## config.mk

```make
export PLATFORM = sky130hd
export DESIGN_NAME = addr_gen
export DESIGN_NICKNAME = d
export VERILOG_FILES = /design/src/rtl/addr_gen_pkg.sv /design/src/rtl/addr_gen_add.sv /design/src/rtl/addr_gen.sv
export SDC_FILE = /design/constraint.sdc
export NUM_CORES = 1
export LEC_CHECK = 0
export BUFFER_PORTS_ARGS = -buffer_cell sky130_fd_sc_hd__buf_4
export CAP_MARGIN = 30
export CORE_MARGIN = 4
export CORE_UTILIZATION = 44
export CTS_CLUSTER_SIZE = 10
export DETAILED_ROUTE_END_ITERATION = 8
export HOLD_SLACK_MARGIN = 0.03
export PLACE_DENSITY = 0.66
export SETUP_SLACK_MARGIN = 0.3
export SKIP_LAST_GASP = 1
export SYNTH_ARGS = -nofsm -noshare
export SYNTH_HDL_FRONTEND = slang
export SYNTH_SLANG_ARGS = --single-unit
```

## constraint.sdc

```tcl
create_clock -name ph2 -period 14.75 [get_ports ph2]
set_input_delay 0.7375 -clock ph2 [delete_from_list [all_inputs] [get_ports ph2]]
set_output_delay 0.7375 -clock ph2 [all_outputs]
set_load 0.01 [all_outputs]
```

## src/rtl/addr_gen_pkg.sv

```systemverilog
// addr_gen_pkg: shared opcode and FSM state definitions for the address generator.
package addr_gen_pkg;

  localparam int unsigned OP_W = 3;

  typedef enum logic [OP_W-1:0] {
    OP_INC  = 3'd0,
    OP_ZP   = 3'd1,
    OP_ZPX  = 3'd2,
    OP_ABS  = 3'd3,
    OP_ABSX = 3'd4,
    OP_JMP  = 3'd5,
    OP_REL  = 3'd6,
    OP_RSVD = 3'd7
  } op_e;

  typedef enum logic [2:0] {
    IDLE,
    FETCH_LO,
    FETCH_HI,
    ADD_LO,
    FIX_HI,
    DONE
  } state_e;

  // Opcodes whose operand is a full two-byte address.
  function automatic logic is_two_byte(input op_e op);
    return (op == OP_ABS) || (op == OP_ABSX) || (op == OP_JMP);
  endfunction

endpackage

```

## src/rtl/addr_gen_add.sv

```systemverilog
// addr_gen_add: W-bit adder with carry in/out, used for the low and high address parts.
module addr_gen_add #(
  parameter int unsigned W = 8
) (
  input  logic [W-1:0] a,
  input  logic [W-1:0] b,
  input  logic         cin,
  output logic [W-1:0] sum,
  output logic         cout
);

  // Plain ripple add; carry out is the extra top bit.
  always_comb begin
    {cout, sum} = {1'b0, a} + {1'b0, b} + {{W{1'b0}}, cin};
  end

endmodule

```

## src/rtl/addr_gen.sv

```systemverilog
// addr_gen: 6502-style effective-address / program-counter sequencer.
// Optional macro ADDR_GEN_PAGE_PENALTY_EN: an indexed-absolute carry costs an
// extra FIX_HI cycle; otherwise the carry ripples into the high part in ADD_LO.
module addr_gen
  import addr_gen_pkg::*;
#(
  parameter int unsigned    AW        = 16,
  parameter int unsigned    DW        = 8,
  parameter logic [AW-1:0]  RESET_VEC = 16'hFFFC
) (
  input  logic          ph2,
  input  logic          resetb,
  input  logic          cmd_valid,
  output logic          cmd_ready,
  input  logic [2:0]    cmd_op,
  input  logic [DW-1:0] idx_in,
  input  logic [DW-1:0] data_in,
  input  logic          data_valid,
  output logic          mem_rd,
  output logic [AW-1:0] address,
  output logic [AW-1:0] ea,
  output logic [AW-1:0] pc,
  output logic          done,
  output logic          page_cross,
  output logic          illegal
);

  localparam int unsigned HW = AW - DW;

  state_e        state;
  op_e           op;
  logic [DW-1:0] idx;

  logic [DW-1:0] lo_a, lo_b, lo_sum;
  logic          lo_cout;
  logic [HW-1:0] hi_a, hi_b, hi_sum;
  logic          hi_cin;
  logic          unused_hi_cout;

  assign cmd_ready = (state == IDLE);
  assign address   = mem_rd ? pc : ea;

  // Operand select: REL adds the sign-extended offset to pc, indexed modes add idx to ea.
  always_comb begin
    lo_a = ea[DW-1:0];
    lo_b = idx;
    hi_a = ea[AW-1:DW];
    hi_b = '0;
    if (state == ADD_LO && op == OP_REL) begin
      lo_a = pc[DW-1:0];
      lo_b = ea[DW-1:0];
      hi_a = pc[AW-1:DW];
      hi_b = {HW{ea[DW-1]}};
    end
  end

  assign hi_cin = (state == FIX_HI) || ((state == ADD_LO) && lo_cout);

  addr_gen_add #(.W(DW)) u_add_lo (
    .a    (lo_a),
    .b    (lo_b),
    .cin  (1'b0),
    .sum  (lo_sum),
    .cout (lo_cout)
  );

  addr_gen_add #(.W(HW)) u_add_hi (
    .a    (hi_a),
    .b    (hi_b),
    .cin  (hi_cin),
    .sum  (hi_sum),
    .cout (unused_hi_cout)
  );

  // Command FSM with registered pc/ea, read strobe and completion flags.
  always_ff @(posedge ph2 or negedge resetb) begin
    if (!resetb) begin
      state      <= IDLE;
      op         <= OP_INC;
      idx        <= '0;
      pc         <= RESET_VEC;
      ea         <= '0;
      mem_rd     <= 1'b0;
      done       <= 1'b0;
      page_cross <= 1'b0;
      illegal    <= 1'b0;
    end else begin
      done       <= 1'b0;
      page_cross <= 1'b0;
      illegal    <= 1'b0;
      case (state)
        IDLE: begin
          if (cmd_valid) begin
            op  <= op_e'(cmd_op);
            idx <= idx_in;
            case (op_e'(cmd_op))
              OP_INC: begin
                pc    <= pc + 1'b1;
                state <= DONE;
                done  <= 1'b1;
              end
              OP_RSVD: begin
                state   <= DONE;
                done    <= 1'b1;
                illegal <= 1'b1;
              end
              default: begin
                state  <= FETCH_LO;
                mem_rd <= 1'b1;
              end
            endcase
          end
        end
        FETCH_LO: begin
          if (data_valid) begin
            pc <= pc + 1'b1;
            ea <= AW'(data_in);
            if (is_two_byte(op)) begin
              state <= FETCH_HI;
            end else if (op == OP_ZP) begin
              state  <= DONE;
              done   <= 1'b1;
              mem_rd <= 1'b0;
            end else begin
              state  <= ADD_LO;
              mem_rd <= 1'b0;
            end
          end
        end
        FETCH_HI: begin
          if (data_valid) begin
            pc          <= pc + 1'b1;
            ea[AW-1:DW] <= HW'(data_in);
            mem_rd      <= 1'b0;
            if (op == OP_ABSX) begin
              state <= ADD_LO;
            end else begin
              state <= DONE;
              done  <= 1'b1;
            end
          end
        end
        ADD_LO: begin
          case (op)
            OP_ZPX: begin
              ea    <= AW'(lo_sum);
              state <= DONE;
              done  <= 1'b1;
            end
            OP_ABSX: begin
              ea[DW-1:0] <= lo_sum;
`ifdef ADDR_GEN_PAGE_PENALTY_EN
              if (lo_cout) begin
                state <= FIX_HI;
              end else begin
                state <= DONE;
                done  <= 1'b1;
              end
`else
              ea[AW-1:DW] <= hi_sum;
              page_cross  <= lo_cout;
              state       <= DONE;
              done        <= 1'b1;
`endif
            end
            OP_REL: begin
              pc         <= {hi_sum, lo_sum};
              ea         <= {hi_sum, lo_sum};
              page_cross <= (hi_sum != pc[AW-1:DW]);
              state      <= DONE;
              done       <= 1'b1;
            end
            default: begin
              state <= DONE;
              done  <= 1'b1;
            end
          endcase
        end
        // Only reached after a low-byte carry, so the crossing is certain.
        FIX_HI: begin
          ea[AW-1:DW] <= hi_sum;
          page_cross  <= 1'b1;
          state       <= DONE;
          done        <= 1'b1;
        end
        DONE: begin
          if (op == OP_JMP) begin
            pc <= ea;
          end
          state <= IDLE;
        end
        default: state <= IDLE;
      endcase
    end
  end

endmodule

```

# Yosys cells after proc, flatten, opt, wreduce, memory -nomap -nowiden
# Index checks and enable logic that the tools add are counted.
# classes
n_eq_ne	23
n_mux	43
n_addsub	4
n_reduce_logical	21
# ops
operator	n
$mux 16	7
$pmux 16 s4	1
$mux 8	5
$pmux 16 s2	1
$pmux 8 s4	1
$mux 3	7
$eq 3x3->1 const B	6
$add 16x1->16 const B	1
$pmux 8 s2	1
$mux 1	15
$ne 2x2->1 const B	7
$eq 3x2->1 const B	4
$pmux 3 s4	1
$reduce_and 6->1	2
$add 8x8->9	1
$add 8x1->8	1
$add 8x8->8	1
$ne 8x8->1	1
$reduce_bool 4->1	2
$reduce_or 2->1	4
$eq 3x1->1 const B	2
$logic_not 3->1	2
$reduce_and 3->1	2
$ne 2x1->1 const B	2
other kinds (10)	14
# totals
reg_bits	50
in_bits	23
out_inout_bits	53
wordCells	101

# Logic depth before layout (Yosys ltp)
# logic_depth
word_depth	10
ltp_mapped	24
depth_no_buf	21

# By module
# A second synthesis with hierarchy kept.
# hier_totals
hier_cells	453
area_unflattened_um2	4130.2
# modules_own_cells
mod	cells_per_inst	area_per_inst_um2	seq_area_each_um2	instances
addr_gen	370	3449.6	1268.7	1
addr_gen_add (u_add_lo)	41	349.1	0.0	1
addr_gen_add (u_add_hi)	42	331.6	0.0	1

# Worst setup path before layout
# OpenSTA, ideal clock, no wires.
# synth_path
path_kind	register to register
from	reg state[1]
to	reg page_cross
setup_ps	120
period_less_slack_ps	4809
t_arrival_ps	4689
required_time_ps	14630
path_buffers	3
path_slack_ps	9941
path_stages_with_launch	25
cell_sequence	dfrtp_1 > buf_2 > and3b_1 > clkbuf_1 > nand2_1 > buf_2 > mux2_2 > ha_1 > inv_1 > fa_1 > nor2b_1 > o31a_1 > o21ai_1 > nand2_1 > a31oi_1 > o21ai_0 > fa_1 > inv_1 > fa_1 > xor2_1 > o311ai_0 > a211o_2 > a311oi_1 > nand4_1 > a31o_1
# synth_between
elab_chain_len	10
elab_cells_between_ends	15
classes_between	add/sub: 3; eq/ne: 3; mux: 6; reduce/logical: 3
# synth_lines
element	line_no	rtl
start, declared	addr_gen.sv:30	state_e state;
start signal, assigned	addr_gen.sv:78	state <= IDLE;
start signal, assigned	addr_gen.sv:99	state <= DONE;
start signal, assigned	addr_gen.sv:103	state <= DONE;
$eq 3x2->1	addr_gen.sv:49, addr_gen.sv:57, addr_gen.sv:91	
$logic_and 1x1->1	addr_gen.sv:49	if (state == ADD_LO && op == OP_REL) begin
$mux 8	addr_gen.sv:49	
$add 8x8->9	addr_gen_add.sv:14	{cout, sum} = {1'b0, a} + {1'b0, b} + {{W{1'b0}}, cin};
$logic_and 1x1->1	addr_gen.sv:57	assign hi_cin = (state == FIX_HI) || ((state == ADD_LO) && lo_cout);
$logic_or 1x1->1	addr_gen.sv:57	
$add 8x1->8	addr_gen_add.sv:14	
$ne 8x8->1	addr_gen.sv:169	page_cross <= (hi_sum != pc[AW-1:DW]);
$pmux 1 s2	addr_gen.sv:144	case (op)
$pmux 1 s2 *	addr_gen.sv:91	case (state)
end signal, assigned	addr_gen.sv:161	page_cross <= lo_cout;
end signal, assigned	addr_gen.sv:169	
end, declared	addr_gen.sv:24	output logic page_cross,
# Mark *: on every way between the ends. The rest lies on a longest branch, timed or not.
# A chain may end at the register's enable or synchronous reset.

# Worst setup path after layout
# Same ends and word-level chain as after synthesis.

==> results.toml <==
[die]
io_pins = 76
rows = 34
fp.dieArea_sq_mm = 0.0108
start_util_pct = 45.8
fp.dieH_microns = 104
die_w_microns = 104
coreArea_sq_mm = 0.00885

[layout]
regArea_sq_mm = 0.00127
syn2layout_area_growth_pct = 17.0
multi_input_area_sq_mm = 0.00261
drive_gt1_share_pct = 30.4
fin_cells = 624
nets = 557
num-fill-cells = 847
n_antenna_cell = 0

[power]
powerDensity_mw_per_mm2 = 232
finalPower_w = 0.00110
clkPwrFrac_pct = 7.5
ir_worst_vdd_uv = 108
p_int_w = 0.000577
p_leak_nw = 2.03
switching_share_pct = 47.4
power.net_switching_w = 0.000521
p_comb_share_pct = 62.3
seq_power_share_pct = 30.2

[global_route]
grt_usage_pct = 22.1
first_global_vias = 3786
antenna_found_initial = 0
grt_overflow = 0
grt_pass1_wl_microns = 19800
grt_max_degree = 51

[clock_tree]
clock_path_buffers = 2
postCtsSetupBuffers = 0
cts-root-buf = "clkbuf_8"
clock_latency_ns = 0.32
cts_tree = "done"
clk_transition_reported_paths_ns = 0.10
cts.htree.levels = 2
cts_sinks = 50
cts_resized = 0
numCtsBuffers = 5
ctsHoldBuffers = 0

[synthesis]
synth_top_area_share_pct = 22.2
syn_inst = 456
synth-edff-count = 0
synth_seq_cells = 50
syn_area_per_cell_sq_um = 8.88
yosys.cell_types.count = 63
synth_area_leaders = "dfrtp_1, mux2_2, dfstp_2, ha_1, o21ai_0"
ys_seq_area_share_pct = 31.3
synthArstFlopShare_pct = 100
yosysTopAreaCell = "dfrtp_1"
synth_nets = 498
synth_ff_type = "dfrtp_1"
netlist_area_sq_mm = 0.00405
yosysWarnings = 0

[drt]
first_pass_iters = 4
viasPerCell = 6.08
drc = 0
routed-wl-met3_microns = 840
met1_length_microns = 5400
top_layer = "met4"
drt_iter0_drc = 261
routedWlPerCell_microns = 19.2
vias = 3791
met2_length_microns = 5640
totalWireLength_microns = 12000
final_antenna_net_count = 0

[timing]
relSlewSlack_pct = 32.4
slew_violations = 0
rsz0062_at_grt = "false"
worst_slew_pin_slew_ns = 1.01
fin_skew_ns = 0.0149
period_share_pct = 43.1
hold_viol = 0
fin_tns_setup_ns = 0
finalCriticalPeriod_ns = 6.36
setup_viol = 0
timing.fmax_mhz = 157

[min_path]
min_path_type = "in -> async"

[status]
status = "completed"

[critical_path]
worst_ep_arrival_time_ns = 6.58
criticalPathCategory = "reg -> reg"
cp-start-kind = "flop"
path_max_fanout = 23
critical_path_required_ns = 14.97
crit_path_end_kind = "flop"

[placed_design]
port_buffers = 75
dp.cells = 616
globalplace.congestion = 0.896
dp_hpwl_microns = 8780

[flow_run]
maxCapViolCount = 0
[cell families after synthesis]
logic type	after synthesis	share of synthesized area (%)
AOI/OAI and AO/OA	133	22.3
xor gates and xnor gates	21	4.54
adders and majority gates	19	6.43
buffers and inverters	41	4.32
DFF	50	31.3
muxes	51	14.1
and+or+nand+nor	141	17.0
[routing by layer]
layer	GRT usage [%]	vias to the layer above
li1	-	1798
met1	31.1	1850
met2	35.5	135
met3	2.98	8
met4	6.08	0
met5	0	-
[final cells by class]
| class | instances | area share, % |
|---|---|---|
| clock buffers | 6 | 1.53 |
| clock inverters | 2 | 0.290 |
| inverters | 15 | 1.19 |
| multi-input cells | 365 | 55.0 |
| flip-flops and latches | 50 | 26.8 |
| well taps | 108 | 2.85 |
| repair buffers | 78 | 12.4 |
[synthesized netlist by cell type (3+ instances only)]
cell,number
a22oi_1,8
ha_1,16
o21a_1,3
a31oi_1,10
a32oi_1,3
a21oi_1,24
dfrtp_1,36
inv_1,15
nor2_1,43
o2bb2ai_1,5
nor4_1,3
mux2_2,48
nand4_1,4
and2_1,3
nand3_1,10
nor3b_1,3
buf_2,11
o221ai_1,3
o21ai_0,33
xor2_1,8
and3_1,3
mux2i_1,3
clkbuf_1,12
nor3_1,10
nand2_1,34
nor2b_1,8
nand3b_1,4
a211oi_1,3
dfstp_2,14
a21o_1,8
nand2b_1,4
a221oi_1,10
a22o_1,3
xnor2_1,13
fa_1,3
[flip-flops by register name, indices dropped and copies added (netlist names)]
register and count:
op 3, idx 8, state 3, ea 16
illegal 1, page_cross 1, pc 16, mem_rd 1
done 1
[cells in the final DEF (no fill, tap or decap), types with 3 or more instances in the layout]
master / netlist / routed
mux2i_1: 3 / 3
ha_1: 16 / 16
nand3_1: 10 / 10
nand2_1: 34 / 34
and3_1: 3 / 3
a21oi_1: 24 / 24
a31oi_1: 10 / 10
nand3b_1: 4 / 4
a221oi_1: 10 / 10
o21a_1: 3 / 3
nor2_1: 43 / 43
dfrtp_1: 36 / 36
o2bb2ai_1: 5 / 5
dfstp_2: 14 / 14
a21o_1: 8 / 8
buf_4: 0 / 78
inv_1: 15 / 15
xnor2_1: 13 / 13
fa_1: 3 / 3
nor3b_1: 3 / 3
clkbuf_8: 0 / 5
nand2b_1: 4 / 4
a22o_1: 3 / 3
xor2_1: 8 / 8
o221ai_1: 3 / 3
nor4_1: 3 / 3
a22oi_1: 8 / 8
a32oi_1: 3 / 3
o21ai_0: 33 / 33
mux2_2: 48 / 48
and2_1: 3 / 3
a211oi_1: 3 / 3
nor2b_1: 8 / 8
nor3_1: 10 / 10
nand4_1: 4 / 4
[worst paths after layout]
| kind | from | endpoint | slack (ns) | depth (start not counted) |
|---|---|---|---|---|
| worst max-delay path | state[1] | page_cross | 8.39 | 21 |
| worst min-delay path | resetb | ea[15] | 0.45 | 1 |
| worst max register to register | state[1] | page_cross | 8.39 | 21 |
| worst min register to register | idx[2] | idx[2] | 0.52 | 1 |
| max in group asynchronous | resetb | pc[0] | 13.86 | 1 |
| min in group ph2 | idx[2] | idx[2] | 0.52 | 1 |
[power groups by stage]
stage / Sequential, W / Clock [W] / Combinational [W]
after floorplan: 0.000288 / 0 / 0.000484
after global placement: 0.000331 / 0 / 0.000671
after detailed placement: 0.000332 / 0 / 0.000679
after CTS: 0.000330 / 0.0000855 / 0.000683
after global routing: 0.000346 / 0.0000915 / 0.000752
final: 0.000332 / 0.0000824 / 0.000684
[critical path, cell delays in order, from the launching register on]
cell and delay, ns:
dfrtp_1 0.69, and3b_1 0.61, nand2_1 0.75, mux2_2 0.53
ha_1 0.23, inv_1 0.07, fa_1 0.17, nor2b_1 0.07
o31a_1 0.26, o21ai_1 0.21, nand2_1 0.10, a31oi_1 0.24
o21ai_0 0.14, fa_1 0.40, inv_1 0.08, fa_1 0.45
xor2_1 0.16, o311ai_0 0.15, a211o_2 0.29, a311oi_1 0.26
nand4_1 0.13, a31o_1 0.25
[through the flow]
stage          hold WS (ns)  setup WS [ns]  utilization, %  instance area (sq um)
4_1_cts               0.473           8.46            53.5                   4740
2_1_floorplan         0.442           9.94               -                   4050
3_3_place_gp          0.499           8.80            52.6                   4650
6_report              0.447           8.39            53.5                   4740
5_1_grt               0.489           7.96            53.5                   4740
3_5_place_dp          0.500           8.51            52.6                   4650
Note: power is estimated with default switching activity, not from simulation.
